==> src/rtl/fetch_stage_pkg.sv <==
// Shared constants and helpers for the instruction-fetch stage.
// The fetch address check is compiled in only when FETCH_EXC_EN is defined.
package fetch_stage_pkg;

    localparam logic [31:0] PC_RESET_DEF = 32'h0000_3000;
    localparam logic [31:0] IM_BASE      = 32'h0000_3000;
    localparam logic [31:0] IM_END       = 32'h0000_6FFC;
    localparam logic [4:0]  EXC_NONE     = 5'd0;
    localparam logic [4:0]  EXC_ADEL     = 5'd4;

    // A fetch faults when it is misaligned or falls outside instruction memory.
    function automatic logic pc_fault(input logic [31:0] pc);
        return (pc[1:0] != 2'b00) || (pc < IM_BASE) || (pc > IM_END);
    endfunction

endpackage

==> src/rtl/fetch_stage_pc_reg.sv <==
// Program counter register: synchronous reset to RESET_VAL, loads d_i when en_i is high.
module pc_reg
    import fetch_stage_pkg::*;
#(
    parameter logic [31:0] RESET_VAL = PC_RESET_DEF
) (
    input  logic        clk,
    input  logic        reset,
    input  logic        en_i,
    input  logic [31:0] d_i,
    output logic [31:0] q_o
);

    logic [31:0] pc_q;
    logic [31:0] pc_d;

    always_comb begin
        pc_d = pc_q;
        if (en_i) begin
            pc_d = d_i;
        end
    end

    always_ff @(posedge clk) begin
        if (reset) begin
            pc_q <= RESET_VAL;
        end else begin
            pc_q <= pc_d;
        end
    end

    assign q_o = pc_q;

endmodule

==> src/rtl/fetch_stage.sv <==
// Instruction-fetch stage: PC register plus the IF/ID pipeline register.
// Define FETCH_EXC_EN to add the fetch address check and the ID_o_ExcCode port.
module fetch_stage
    import fetch_stage_pkg::*;
#(
    parameter logic [31:0] PC_RESET = PC_RESET_DEF
) (
    input  logic        clk,
    input  logic        reset,
    input  logic [31:0] IF_i_nPC,
    input  logic [31:0] IF_i_Instr,
    input  logic        IF_i_Stall,
    input  logic        IF_i_Flush,
    output logic [31:0] IF_o_PC,
    output logic [31:0] ID_o_Instr,
    output logic [31:0] ID_o_PC,
    output logic [31:0] ID_o_PC8,
`ifdef FETCH_EXC_EN
    output logic [4:0]  ID_o_ExcCode,
`endif
    output logic        ID_o_Valid
);

    logic [31:0] instr_q, instr_d;
    logic [31:0] pc_q,    pc_d;
    logic [31:0] pc8_q,   pc8_d;
    logic        valid_q, valid_d;
    logic [31:0] load_instr;

    pc_reg #(
        .RESET_VAL (PC_RESET)
    ) u_pc_reg (
        .clk   (clk),
        .reset (reset),
        .en_i  (~IF_i_Stall),
        .d_i   (IF_i_nPC),
        .q_o   (IF_o_PC)
    );

`ifdef FETCH_EXC_EN
    logic [4:0] exc_q, exc_d;
    logic       fetch_fault;
    logic [4:0] load_exc;

    // A faulting fetch still travels down the pipe as a valid nop carrying the exception.
    assign fetch_fault = pc_fault(IF_o_PC);
    assign load_instr  = fetch_fault ? 32'h0 : IF_i_Instr;
    assign load_exc    = fetch_fault ? EXC_ADEL : EXC_NONE;

    always_comb begin
        exc_d = exc_q;
        if (IF_i_Flush) begin
            exc_d = EXC_NONE;
        end else if (!IF_i_Stall) begin
            exc_d = load_exc;
        end
    end

    always_ff @(posedge clk) begin
        if (reset) begin
            exc_q <= EXC_NONE;
        end else begin
            exc_q <= exc_d;
        end
    end

    assign ID_o_ExcCode = exc_q;
`else
    assign load_instr = IF_i_Instr;
`endif

    // Flush wins over stall: the PC holds but IF/ID still becomes a bubble.
    always_comb begin
        instr_d = instr_q;
        pc_d    = pc_q;
        pc8_d   = pc8_q;
        valid_d = valid_q;
        if (IF_i_Flush) begin
            instr_d = 32'h0;
            pc_d    = 32'h0;
            pc8_d   = 32'h0;
            valid_d = 1'b0;
        end else if (!IF_i_Stall) begin
            instr_d = load_instr;
            pc_d    = IF_o_PC;
            pc8_d   = IF_o_PC + 32'd8;
            valid_d = 1'b1;
        end
    end

    always_ff @(posedge clk) begin
        if (reset) begin
            instr_q <= 32'h0;
            pc_q    <= 32'h0;
            pc8_q   <= 32'h0;
            valid_q <= 1'b0;
        end else begin
            instr_q <= instr_d;
            pc_q    <= pc_d;
            pc8_q   <= pc8_d;
            valid_q <= valid_d;
        end
    end

    assign ID_o_Instr = instr_q;
    assign ID_o_PC    = pc_q;
    assign ID_o_PC8   = pc8_q;
    assign ID_o_Valid = valid_q;

endmodule

==> config.mk <==
export PLATFORM = sky130hd
export DESIGN_NAME = fetch_stage
export DESIGN_NICKNAME = d
export VERILOG_FILES = /design/src/rtl/fetch_stage_pkg.sv /design/src/rtl/fetch_stage_pc_reg.sv /design/src/rtl/fetch_stage.sv
export SDC_FILE = /design/constraint.sdc
export NUM_CORES = 1
export LEC_CHECK = 0
export CAP_MARGIN = 30
export CORE_ASPECT_RATIO = 1.4
export CORE_MARGIN = 3
export CORE_UTILIZATION = 44
export DETAILED_ROUTE_END_ITERATION = 10
export HOLD_SLACK_MARGIN = 0.03
export PLACE_DENSITY = 0.92
export SETUP_SLACK_MARGIN = 0.15
export SYNTH_ARGS = -nofsm -noshare
export SYNTH_HDL_FRONTEND = slang
export SYNTH_SLANG_ARGS = --single-unit
==> constraint.sdc <==
create_clock -name clk -period 2.3 [get_ports clk]
set_input_delay 0.69 -clock clk [delete_from_list [all_inputs] [get_ports clk]]
set_output_delay 0.69 -clock clk [all_outputs]
set_load 0.03 [all_outputs]
==> metrics, run 1 <==
synth unique cells 42; post-detail-place hpwl 10,460 µm; Cell Count, Final, Fillers Out 859; sequential area share after synthesis 50.36%; CTS clk-pin slew, worst paths 0.05 ns; EDFF count, synth 0; reg2reg setup slack 0.26 ns; Final Core Density 70.37%; kind of critical path flop to output port; Core Region 10,980 µm²; chip height 132.2 µm; Port Buffers 196; Synth Area in Compound Gates 8.019%; Placed Instances 830; H-tree levels 4; Max Freq 0.4707 GHz; final setup violation count 0; DRC viols 0; critical-path cell list clkdlybuf4s50_1; share of cells above drive strength 1 7.103%; routability cong. 0.8461; Data arrival, critical path 1.43 ns; P_leak 3.843 nW; dpl ws 0.2806 ns; TritonCTS clock tree yes; Num CTS Buffers 17; Synth-to-Final Area Change 54.26%; antenna violations before repair 0; Power Density 715.0 nW/µm²; Max Cap Viol 0; diode count 0; Die Width 96.17 µm; combined area of the multi-input logic cells 2268 µm²; mux share of post-synthesis cell area 17.39%; clock latency on the worst-skew pair 0.40 ns; synthesized-area fraction occupied by xor and xnor cells 2.098%; simple-gate portion of the synthesized area 17.41%; Synth Warn # 0; Sequential Area 2522 µm²; post-synthesis adder-cell area fraction 0.2498%; routed wire length 14,850 µm; Pre-antenna DRT Iters 5; register bit total from synthesis 126; GRT Util Overall 23.78%; crit start category flop; wire per inst 17.29 µm; setup bufs post-CTS 0; Crit path max-delay family buffers and inverters; top cell type's share of synthesized area 50.36%; Ports 197; global-route wire length before repair 23,630 µm; area leader, netlist dfxtp_1; clk buf depth 2; antenna viol nets, final 0; Worst-Margin Slew 0.4727 ns; Min Clock Period, post-route 2.125 ns; max incr delay on CP 0.71 ns; # nets final 777; grt total ovfl 0; area of the die 12,720 µm²; max-slew violation count 0; total negative setup slack 0 ns; Slew HR 68.39%; largest family of logic cells by synthesized area simple AND/OR/NAND/NOR gates; Sink Count 126; net count after synthesis 590; RSZ-0062 raised after global routing false; Top FF cell, synth dfxtp_1; vias 4,582; vias per cell 5.334; Initial Util 45.62%; Max stage delay cell, worst path clkdlybuf4s50_1; Worst Skew 0.005177 ns; peak supply drop 520.4 µV; Critical Path Fanout Max 2; Hold Crit Class flop to flop; Worst setup EP type output port; leading cell types in the layout, fill and taps excluded 126 x dfxtp_1, 122 x clkdlybuf4s50_1, 97 x nor2_1; Core Rows 45; Post-Syn Instances 521; number of global-route vias before repair 4,720; Worst EP required 1.61 ns; post-route worst setup slack 0.1754 ns; Synth Area per Inst 9.613 µm²; Tot Pwr 5.524 mW; pin count of the biggest net entering global routing 73; Cell Area, Synth 5009 µm²; final period utilization 92.37%; Buf/Inv on CP 1; most common cell after layout, fill and taps aside dfxtp_1; status completed; root buffer cell clkbuf_16; Fill cells 825; ys async rst share 0%; Hold Vio Cnt, Final 0; top cells by area, synth dfxtp_1 50%, mux2i_1 17%, nor2_1 7.3%; DRT iter0 DRCs 286
## what timing repair did
item,CTS,global route
resized for setup,28,46
hold buffers,0,0
setup endpoints to repair,28,46
## flip-flops by register name, summed over array words and instances (netlist names)
name,count
ID_o_Instr,32
ID_o_PC,32
ID_o_PC8,29
ID_o_Valid,1
u_pc_reg.q_o,32
## stage by stage
step | instance area [µm²] | hold WS (ns)
2_1_floorplan | 5009 | 0.5905
3_3_place_gp | 7102 | 0.4390
3_5_place_dp | 7102 | 0.4453
4_1_cts | 7607 | 0.4574
5_1_grt | 7726 | 0.4793
6_report | 7726 | 0.4513
## kinds of logic after synthesis
family,Yosys count
compound gates,66
xor+xnor,12
fa+ha+maj,1
buf+inv,46
flops,126
mux,87
simple gates,183
## cell usage after synthesis (2+ instances only)
| master | number |
|---|---|
| dfxtp_1 | 126 |
| buf_1 | 3 |
| and2_1 | 2 |
| a311oi_1 | 5 |
| nand4_1 | 10 |
| o21ai_0 | 22 |
| nor4_1 | 4 |
| a211oi_1 | 4 |
| and4_1 | 5 |
| nand3_1 | 7 |
| buf_6 | 2 |
| a31oi_1 | 6 |
| mux2i_1 | 87 |
| o31ai_1 | 6 |
| xnor2_1 | 5 |
| a21oi_1 | 18 |
| clkbuf_1 | 30 |
| nor2b_1 | 2 |
| buf_4 | 4 |
| nand2_1 | 25 |
| nor3_1 | 13 |
| or4_1 | 7 |
| a211o_1 | 2 |
| buf_2 | 4 |
| nor2_1 | 97 |
| xor2_1 | 7 |
| and3_1 | 3 |
## per-layer routing
layer,GRT usage (%),share of wire (%),up-vias
met4,8.386,2.4,0
met1,26.55,36,2140
met3,8.281,9.2,32
li1,-,-,2203
met5,0,0,-
met2,40.91,52,207
## power breakdown
| part | switching, mW | internal [mW] | total, mW |
|---|---|---|---|
| clock network | 0.888 | 1.55 | 2.44 |
| logic | 0.398 | 0.342 | 0.740 |
| registers | 0.0803 | 2.27 | 2.35 |
## worst paths after layout
check / to / cells after the start / start
worst min register to register: ID_o_Valid$_SDFFE_PP0N_ / 1 / ID_o_Valid$_SDFFE_PP0N_
worst max register to register: ID_o_PC8[31]$_SDFFE_PP0N_ / 4 / u_pc_reg.q_o[7]$_SDFFE_PP0N_
worst max-delay path: ID_o_PC8[10] / 1 / ID_o_PC8[10]$_SDFFE_PP0N_
worst min-delay path: ID_o_Valid$_SDFFE_PP0N_ / 1 / ID_o_Valid$_SDFFE_PP0N_
## layout make-up
class | instances | share of cell area (%)
Tap cell | 141 | 2.283
Inverter | 2 | 0.09717
Clock inverter | 6 | 0.8097
Sequential cell | 126 | 32.65
Multi-Input combinational cell | 349 | 29.36
Timing Repair Buffer | 212 | 28.62
Clock buffer | 23 | 6.186
No activity file was read; power rests on OpenSTA's default activity.
==> inputs of run 2 (changes only) <==
Settings changed: CTS_CLUSTER_SIZE from default to 10.
==> results of run 2 <==
Same layout as run 1: the final DEF is identical, and so are final timing and power.
==> inputs of run 3 (changes only) <==
Settings changed: REMOVE_ABC_BUFFERS from default to 1.
==> run 3 against run 2 <==
Setup slack better by 0.00087 ns. Non-clock buffer count is 3 higher. Fmax hardly changed. Total power is 2.7% higher. Utilization is 0.55 points higher. Combinational power is 0.7% lower. Global-route usage is 0.30 points higher. Clock skew is 0.0039 ns higher. Register-to-register slack worse by 0.04 ns. First-iteration DRC count is 24% lower. Via count is 0.44% lower. Hold slack better by 0.011 ns. Largest power group unchanged. Highest routed layer unchanged.
==> metrics, run 3 (synthesized netlist as in run 1, its figures left out) <==
status completed; Crit path max-delay family buffers and inverters; Critical Path Fanout Max 2; Initial Util 45.62%; Ports 197; share of cells above drive strength 1 8.425%; area of the die 12,720 µm²; max-slew violation count 0; Num CTS Buffers 17; Worst-Margin Slew 0.7548 ns; wire per inst 17.32 µm; DRC viols 0; Core Region 10,980 µm²; Data arrival, critical path 1.43 ns; TritonCTS clock tree yes; Core Rows 45; pin count of the biggest net entering global routing 111; post-detail-place hpwl 10,720 µm; RSZ-0062 raised after global routing false; vias 4,562; Max stage delay cell, worst path clkdlybuf4s50_1; final setup violation count 0; Slew HR 49.68%; clock latency on the worst-skew pair 0.41 ns; post-route worst setup slack 0.1763 ns; antenna violations before repair 0; Worst EP required 1.61 ns; chip height 132.2 µm; dpl ws 0.2190 ns; # nets final 780; routed wire length 14,980 µm; Synth-to-Final Area Change 55.46%; crit start category flop; H-tree levels 4; total negative setup slack 0 ns; root buffer cell clkbuf_16; GRT Util Overall 24.07%; Max Cap Viol 0; DRT iter0 DRCs 218; global-route wire length before repair 23,930 µm; CTS clk-pin slew, worst paths 0.06 ns; antenna viol nets, final 0; Port Buffers 196; most common cell after layout, fill and taps aside dfxtp_1; Worst Skew 0.009056 ns; Sink Count 126; critical-path cell list clkdlybuf4s50_1; vias per cell 5.274; final period utilization 92.33%; max incr delay on CP 0.68 ns; leading cell types in the layout, fill and taps excluded 123 x dfxtp_1, 107 x clkdlybuf4s50_1, 97 x nor2_1; Die Width 96.17 µm; number of global-route vias before repair 4,785; Hold Vio Cnt, Final 0; kind of critical path flop to output port; diode count 0; Buf/Inv on CP 1; Min Clock Period, post-route 2.124 ns; Power Density 728.4 nW/µm²; Max Freq 0.4709 GHz; Hold Crit Class flop to flop; clk buf depth 2; P_leak 4.039 nW; peak supply drop 592.6 µV; Pre-antenna DRT Iters 4; routability cong. 0.8259; Worst setup EP type output port; grt total ovfl 0
## run 3: cell count changes in the layout (fill, tap and decap cells not counted), sizes merged
cell / delta
bufinv: +1
dlygate4sd2: +5
clkdlybuf4s15: +1
buf: +3
clkinv: +2
clkinvlp: +1
clkdlybuf4s50: -15
dlymetal6s2s: +8
## run 3: layer usage
metal | part of all wire (%) | wire length, µm | track usage [%] | vias to the layer above
met1 | 36 | 5461 | 25.88 | 2134
met2 | 53 | 7909 | 42.11 | 183
met4 | 3.2 | 473 | 9.731 | 0
li1 | - | - | - | 2204
met3 | 7.6 | 1139 | 8.053 | 41
met5 | 0 | 0 | 0 | -
## run 3: final cells by class
cell class	instances	area, µm²
clock inverters	10	113.9
repair buffers	215	2230
flip-flops and latches	126	2526
multi-input cells	349	2268
inverters	2	7.507
fillers	820	3193
well taps	141	176.4
clock buffers	22	464.2
## run 3: power breakdown
| part | internal, mW | switching [mW] | total [mW] |
|---|---|---|---|
| clock | 1.65 | 0.937 | 2.58 |
| combinational | 0.341 | 0.394 | 0.735 |
| sequential | 2.27 | 0.0860 | 2.35 |
| total | 4.25 | 1.42 | 5.67 |
## run 3: per-stage QoR
step | total power, mW | utilization [%] | cells | hold WS [ns] | cell area (µm²)
2_1_floorplan | 2.728 | - | 477 | 0.5848 | 4792
3_3_place_gp | 3.132 | 64.77 | 833 | 0.4486 | 7112
3_5_place_dp | 3.157 | 64.77 | 833 | 0.4581 | 7112
4_1_cts | 5.715 | 69.64 | 865 | 0.4659 | 7646
5_1_grt | 5.860 | 70.92 | 865 | 0.4874 | 7786
6_report | 5.671 | 70.92 | 865 | 0.4619 | 7786
## run 3: worst paths after layout
path | start | endpoint | slack, ns | cells after the start
worst max register to register | u_pc_reg.q_o[12]$_SDFFE_PP1N_ | ID_o_PC8[31]$_SDFFE_PP0N_ | 0.22 | 4
worst min-delay path | ID_o_PC8[7]$_SDFFE_PP0N_ | ID_o_PC8[7]$_SDFFE_PP0N_ | 0.46 | 2
worst min register to register | ID_o_PC8[7]$_SDFFE_PP0N_ | ID_o_PC8[7]$_SDFFE_PP0N_ | 0.46 | 2
worst max-delay path | ID_o_PC8[25]$_SDFFE_PP0N_ | ID_o_PC8[25] | 0.18 | 1
## run 3: what timing repair did
item,CTS,global route
gates resized for setup,35,60
hold buffers,0,0
setup buffers,0,0
endpoints found under the setup margin,35,58
==> RTL change 1: new RTL, settings of run 2 <==
Take the reset off `instr_q` and load it in a clocked block of its own.
--- a/src/rtl/fetch_stage.sv
+++ b/src/rtl/fetch_stage.sv
@@ -92,3 +92,2 @@
         if (reset) begin
-            instr_q <= 32'h0;
             pc_q    <= 32'h0;
@@ -97,3 +96,2 @@
         end else begin
-            instr_q <= instr_d;
             pc_q    <= pc_d;
@@ -102,2 +100,6 @@
         end
+    end
+
+    always_ff @(posedge clk) begin
+        instr_q <= instr_d;
     end
Behaviour: not the same (Yosys sat finds a counterexample within 4 cycles, from zero or initial values and one cycle with reset high).
==> RTL change 1 against run 2 <==
Wire length grew 0.40%. Critical path depth is the same. Area after synthesis shrank 0.72%. Non-clock buffer count grew 12. Fmax grew 0.13%. Setup slack gained 2.8 ps. Utilization grew 1.9 points. Global-route usage grew 0.21 points. Cell count is the same. Sequential cell count is the same. Final area grew 2.2%. Power grew 7.5%.
==> RTL change 1: results (changes against run 2) <==
status: "completed"
initialDrtViolationCount: 146  # -49%
cp-startpoint: "ID_o_Instr[13]$_SDFFE_PP0N_"
sw_frac_of_total_pct: 24.09  # -0.66 points
worstSetupEndpoint: "ID_o_Instr[13]"
grt_start_max_net_pins: 46  # -37%
synth_fp_nets: 566  # -4.1%
wl_met1_um: 5292  # -1.1%
grt_first_pass_wirelength_um: 23390  # -1.0%
route.met2.wl_um: 8158  # +4.9%
netlist_top_cells_count: "dfxtp_1 (126), nor2_1 (116), mux2i_1 (99)"
irDropWorstVdd_v: 0.0006719  # +29%
drive_gt1_share_pct: 9.749  # +2.6 points
met3WireLength_um: 842  # -38%
skew_ps: 6.798  # +1.621 ps
slowest_delay_ps: 690  # -20 ps
globalplace.congestion: 0.7849  # -7.2%
ys_types: 30  # -29%
p_leak_uw: 0.004263  # +11%
grt_use_met2_pct: 43.48  # +2.6 points
synth_area_leaders: "dfxtp_1 (51%), mux2i_1 (20%), nor2_1 (8.8%)"
relSlewSlack_pct: 60.01  # -8.4 points
worstReg2RegStart: "u_pc_reg.q_o[3]$_SDFFE_PP0N_"
place_area_mm2: 0.007209  # +1.5%
drt_first_pass_iters: 4  # -1
rrSetupSlack_ps: 330  # +70 ps
hold_depth: 2  # +1
final.fill_count: 789  # -4.4%
hold_slack_ps: 447.5  # -3.817 ps
grt_use_met1_pct: 24.50  # -2.0 points
grtUsageMet3_pct: 6.739  # -1.5 points
place_ws_ps: 103.0  # -177.7 ps
dp_cells: 828  # -0.24%
wire_per_inst_um: 17.36  # +0.40%
post_cts_buffers: 0  # unchanged
groute.usage.overall_pct: 23.99  # +0.21 points
synth.avg_cell_area_um2: 10.00  # +4.1%
reg2reg_to: "ID_o_PC8[19]$_SDFFE_PP0N_"
grt_pass1_vias: 4650  # -1.5%
ys_seq_area_share_pct: 50.73  # +0.37 points
routed_wl_um: 14910  # +0.40%
fin_nets: 775  # -0.26%
cts_resized: 40  # +43%
avgViaCountPerCell: 5.086  # -4.6%
## RTL change 1: cell types whose count changed in the layout (fill, tap and decap cells not counted), sizes merged, moves of 13 or more
cell / delta
nor2: +19
o21ai: -22
nand2: -15
o21bai: +15
clkdlybuf4s50: -16
xor2: +13
## RTL change 1: per-stage QoR
stage               total power, µW  utilization (%)
floorplan                      2848                -
global placement               3233            66.00
detailed placement             3265            66.00
CTS                            5976            71.15
global route                   6135            72.27
finish                         5937            72.27
## RTL change 1: worst min-delay path: cells and delay by family, from the launching register on
| kind | cells | cell delay, ps |
|---|---|---|
| buf+inv | 1 | 40 |
| compound gates | 1 | 50 |
| flops | 1 | 300 |
## RTL change 1: kinds of logic after synthesis
| kind of cell | Yosys count | synth area share [%] |
|---|---|---|
| XOR/XNOR | 27 | 4.756 |
| AND/OR/NAND/NOR | 164 | 15.43 |
| multiplexers | 99 | 19.93 |
| adder cells (fa/ha/maj) | 1 | 0.2516 |
| AO/OA/AOI/OAI | 41 | 5.511 |
| buffers and inverters | 39 | 3.397 |
| flip-flops | 126 | 50.73 |
## RTL change 1: area by class of cell
class | instances | area, µm² | area share, %
multi-input combinational | 332 | 2281 | 28.90
clock inverter | 5 | 102.6 | 1.300
inverter | 5 | 18.77 | 0.2378
sequential | 126 | 2522 | 31.95
timing repair buffer | 224 | 2283 | 28.93
tap | 141 | 176.4 | 2.235
clock buffer | 26 | 509.2 | 6.451
## RTL change 1: power groups by stage
stage          combinational, µW  sequential (µW)  clock, µW
3_3_place_gp                 840             2390          0
6_report                     843             2350       2740
5_1_grt                      892             2360       2880
3_5_place_dp                 865             2400          0
4_1_cts                      852             2350       2770
2_1_floorplan                260             2590          0
==> RTL change 2: new RTL, config.mk and constraints of run 2 <==
Made on the original files. Add a define of `FETCH_EXC_EN`.
--- a/src/rtl/fetch_stage.sv
+++ b/src/rtl/fetch_stage.sv
@@ -2,2 +2,4 @@
 // Define FETCH_EXC_EN to add the fetch address check and the ID_o_ExcCode port.
+`define FETCH_EXC_EN
+
 module fetch_stage
Formal check against the unedited RTL (old outputs only; new: ID_o_ExcCode): not equivalent (a bounded check fails within 4 cycles, from zero or initial values and one cycle with reset high).
==> RTL change 2 against run 2 <==
Area after synthesis up 8.1%. Critical path depth is the same. Fmax increased by 0.46%. Sequential cell count is 1 higher. Setup slack gained 9.8 ps. Final area rose by 6.5%. Wire length up 17%. Power grew 5.5%. Clock skew is 9.1 ps higher. Critical endpoint is now ID_o_PC[8].
==> RTL change 2: results (changes against run 2) <==
p_leak_uw: 0.004072  # +6.0%
netlist_top_cells_count: "dfxtp_1 (127), nor2_1 (74), mux2i_1 (58)"
grt_first_pass_wirelength_um: 26540  # +12%
worstSetupEndpoint: "ID_o_PC[8]"
reg2reg_to: "ID_o_PC8[23]$_SDFFE_PP0N_"
async_flop_share_pct: 0  # unchanged
irDropWorstVdd_v: 0.0005559  # +6.8%
seqPwrFrac_pct: 40.3  # -2.2 points
synth_compound_area_share_pct: 10.65  # +2.6 points
holdCritStartpoint: "ID_o_Instr[14]$_SDFFE_PP0N_"
globalplace.congestion: 0.8622  # +1.9%
drive_gt1_share_pct: 8.881  # +1.8 points
grt_pass1_vias: 5168  # +9.5%
hold_depth: 2  # +1
worstReg2RegStart: "u_pc_reg.q_o[4]$_SDFFE_PP0N_"
synthAdderAreaFrac_pct: 0.2311  # -0.019 points
synthMuxAreaShare_pct: 10.93  # -6.5 points
io_buffers: 197  # +0.51%
clk_latency_ps: 410
grt_start_max_net_pins: 54  # -26%
power_uw: 5826  # +5.5%
comb-power_uw: 735  # -0.7%
initialDrtViolationCount: 369  # +29%
final.fill_count: 892  # +8.1%
num_vias: 5371  # +17%
cp-startpoint: "ID_o_PC[8]$_SDFFE_PP0N_"
groute.usage.overall_pct: 24.52  # +0.74 points
routed_wl_um: 17440  # +17%
hpwl_um: 11580  # +11%
cts_resized: 43  # +54%
layout.cells.non_filler: 969  # +13%
ys_types: 50  # +19%
drt_first_pass_iters: 6  # +1
synth_area_leaders: "dfxtp_1 (47%), mux2i_1 (11%), nor2_1 (5.1%)"
reg2reg_depth: 5  # +1
min_to: "ID_o_Instr[14]$_SDFFE_PP0N_"
status: "completed"
synth_cells: 629  # +21%
ys_seq_area_share_pct: 46.96  # -3.4 points
hold_slack_ps: 457.4  # +6.070 ps
relSlewSlack_pct: 64.40  # -4.0 points
dp_cells: 937  # +13%
## RTL change 2: changes by cell type in the layout (fill, tap and decap cells not counted), moves of 9 or more
cell / delta
a21oi_1: +34
buf_4: +9
clkdlybuf4s50_1: -14
dlygate4sd2_1: +15
inv_1: +33
mux2i_1: -29
nand2_1: +29
nor2_1: -23
or4_1: +26
## RTL change 2: routing by layer
layer  GRT usage, %  vias up  routed length (µm)
met2          41.61      308                8775
met1          28.81     2480                6591
li1               -     2532                   -
met3          6.586       51                1444
met4          11.01        0                 625
met5              0        -                   0
## RTL change 2: stage by stage
step                setup slack, ps  cell area [µm²]
floorplan                     150.5             5430
global placement              259.4             7553
detailed placement            221.4             7553
CTS                           121.7             8105
global route                  150.7             8227
finish                        185.2             8227
## RTL change 2: area by class of cell
class / count / area share (%)
Clock buffer: 20 / 5.430
Clock inverter: 12 / 1.932
Inverter: 35 / 1.597
Multi-Input combinational cell: 406 / 30.21
Sequential cell: 127 / 31.01
Tap cell: 147 / 2.236
Timing Repair Buffer: 222 / 27.59
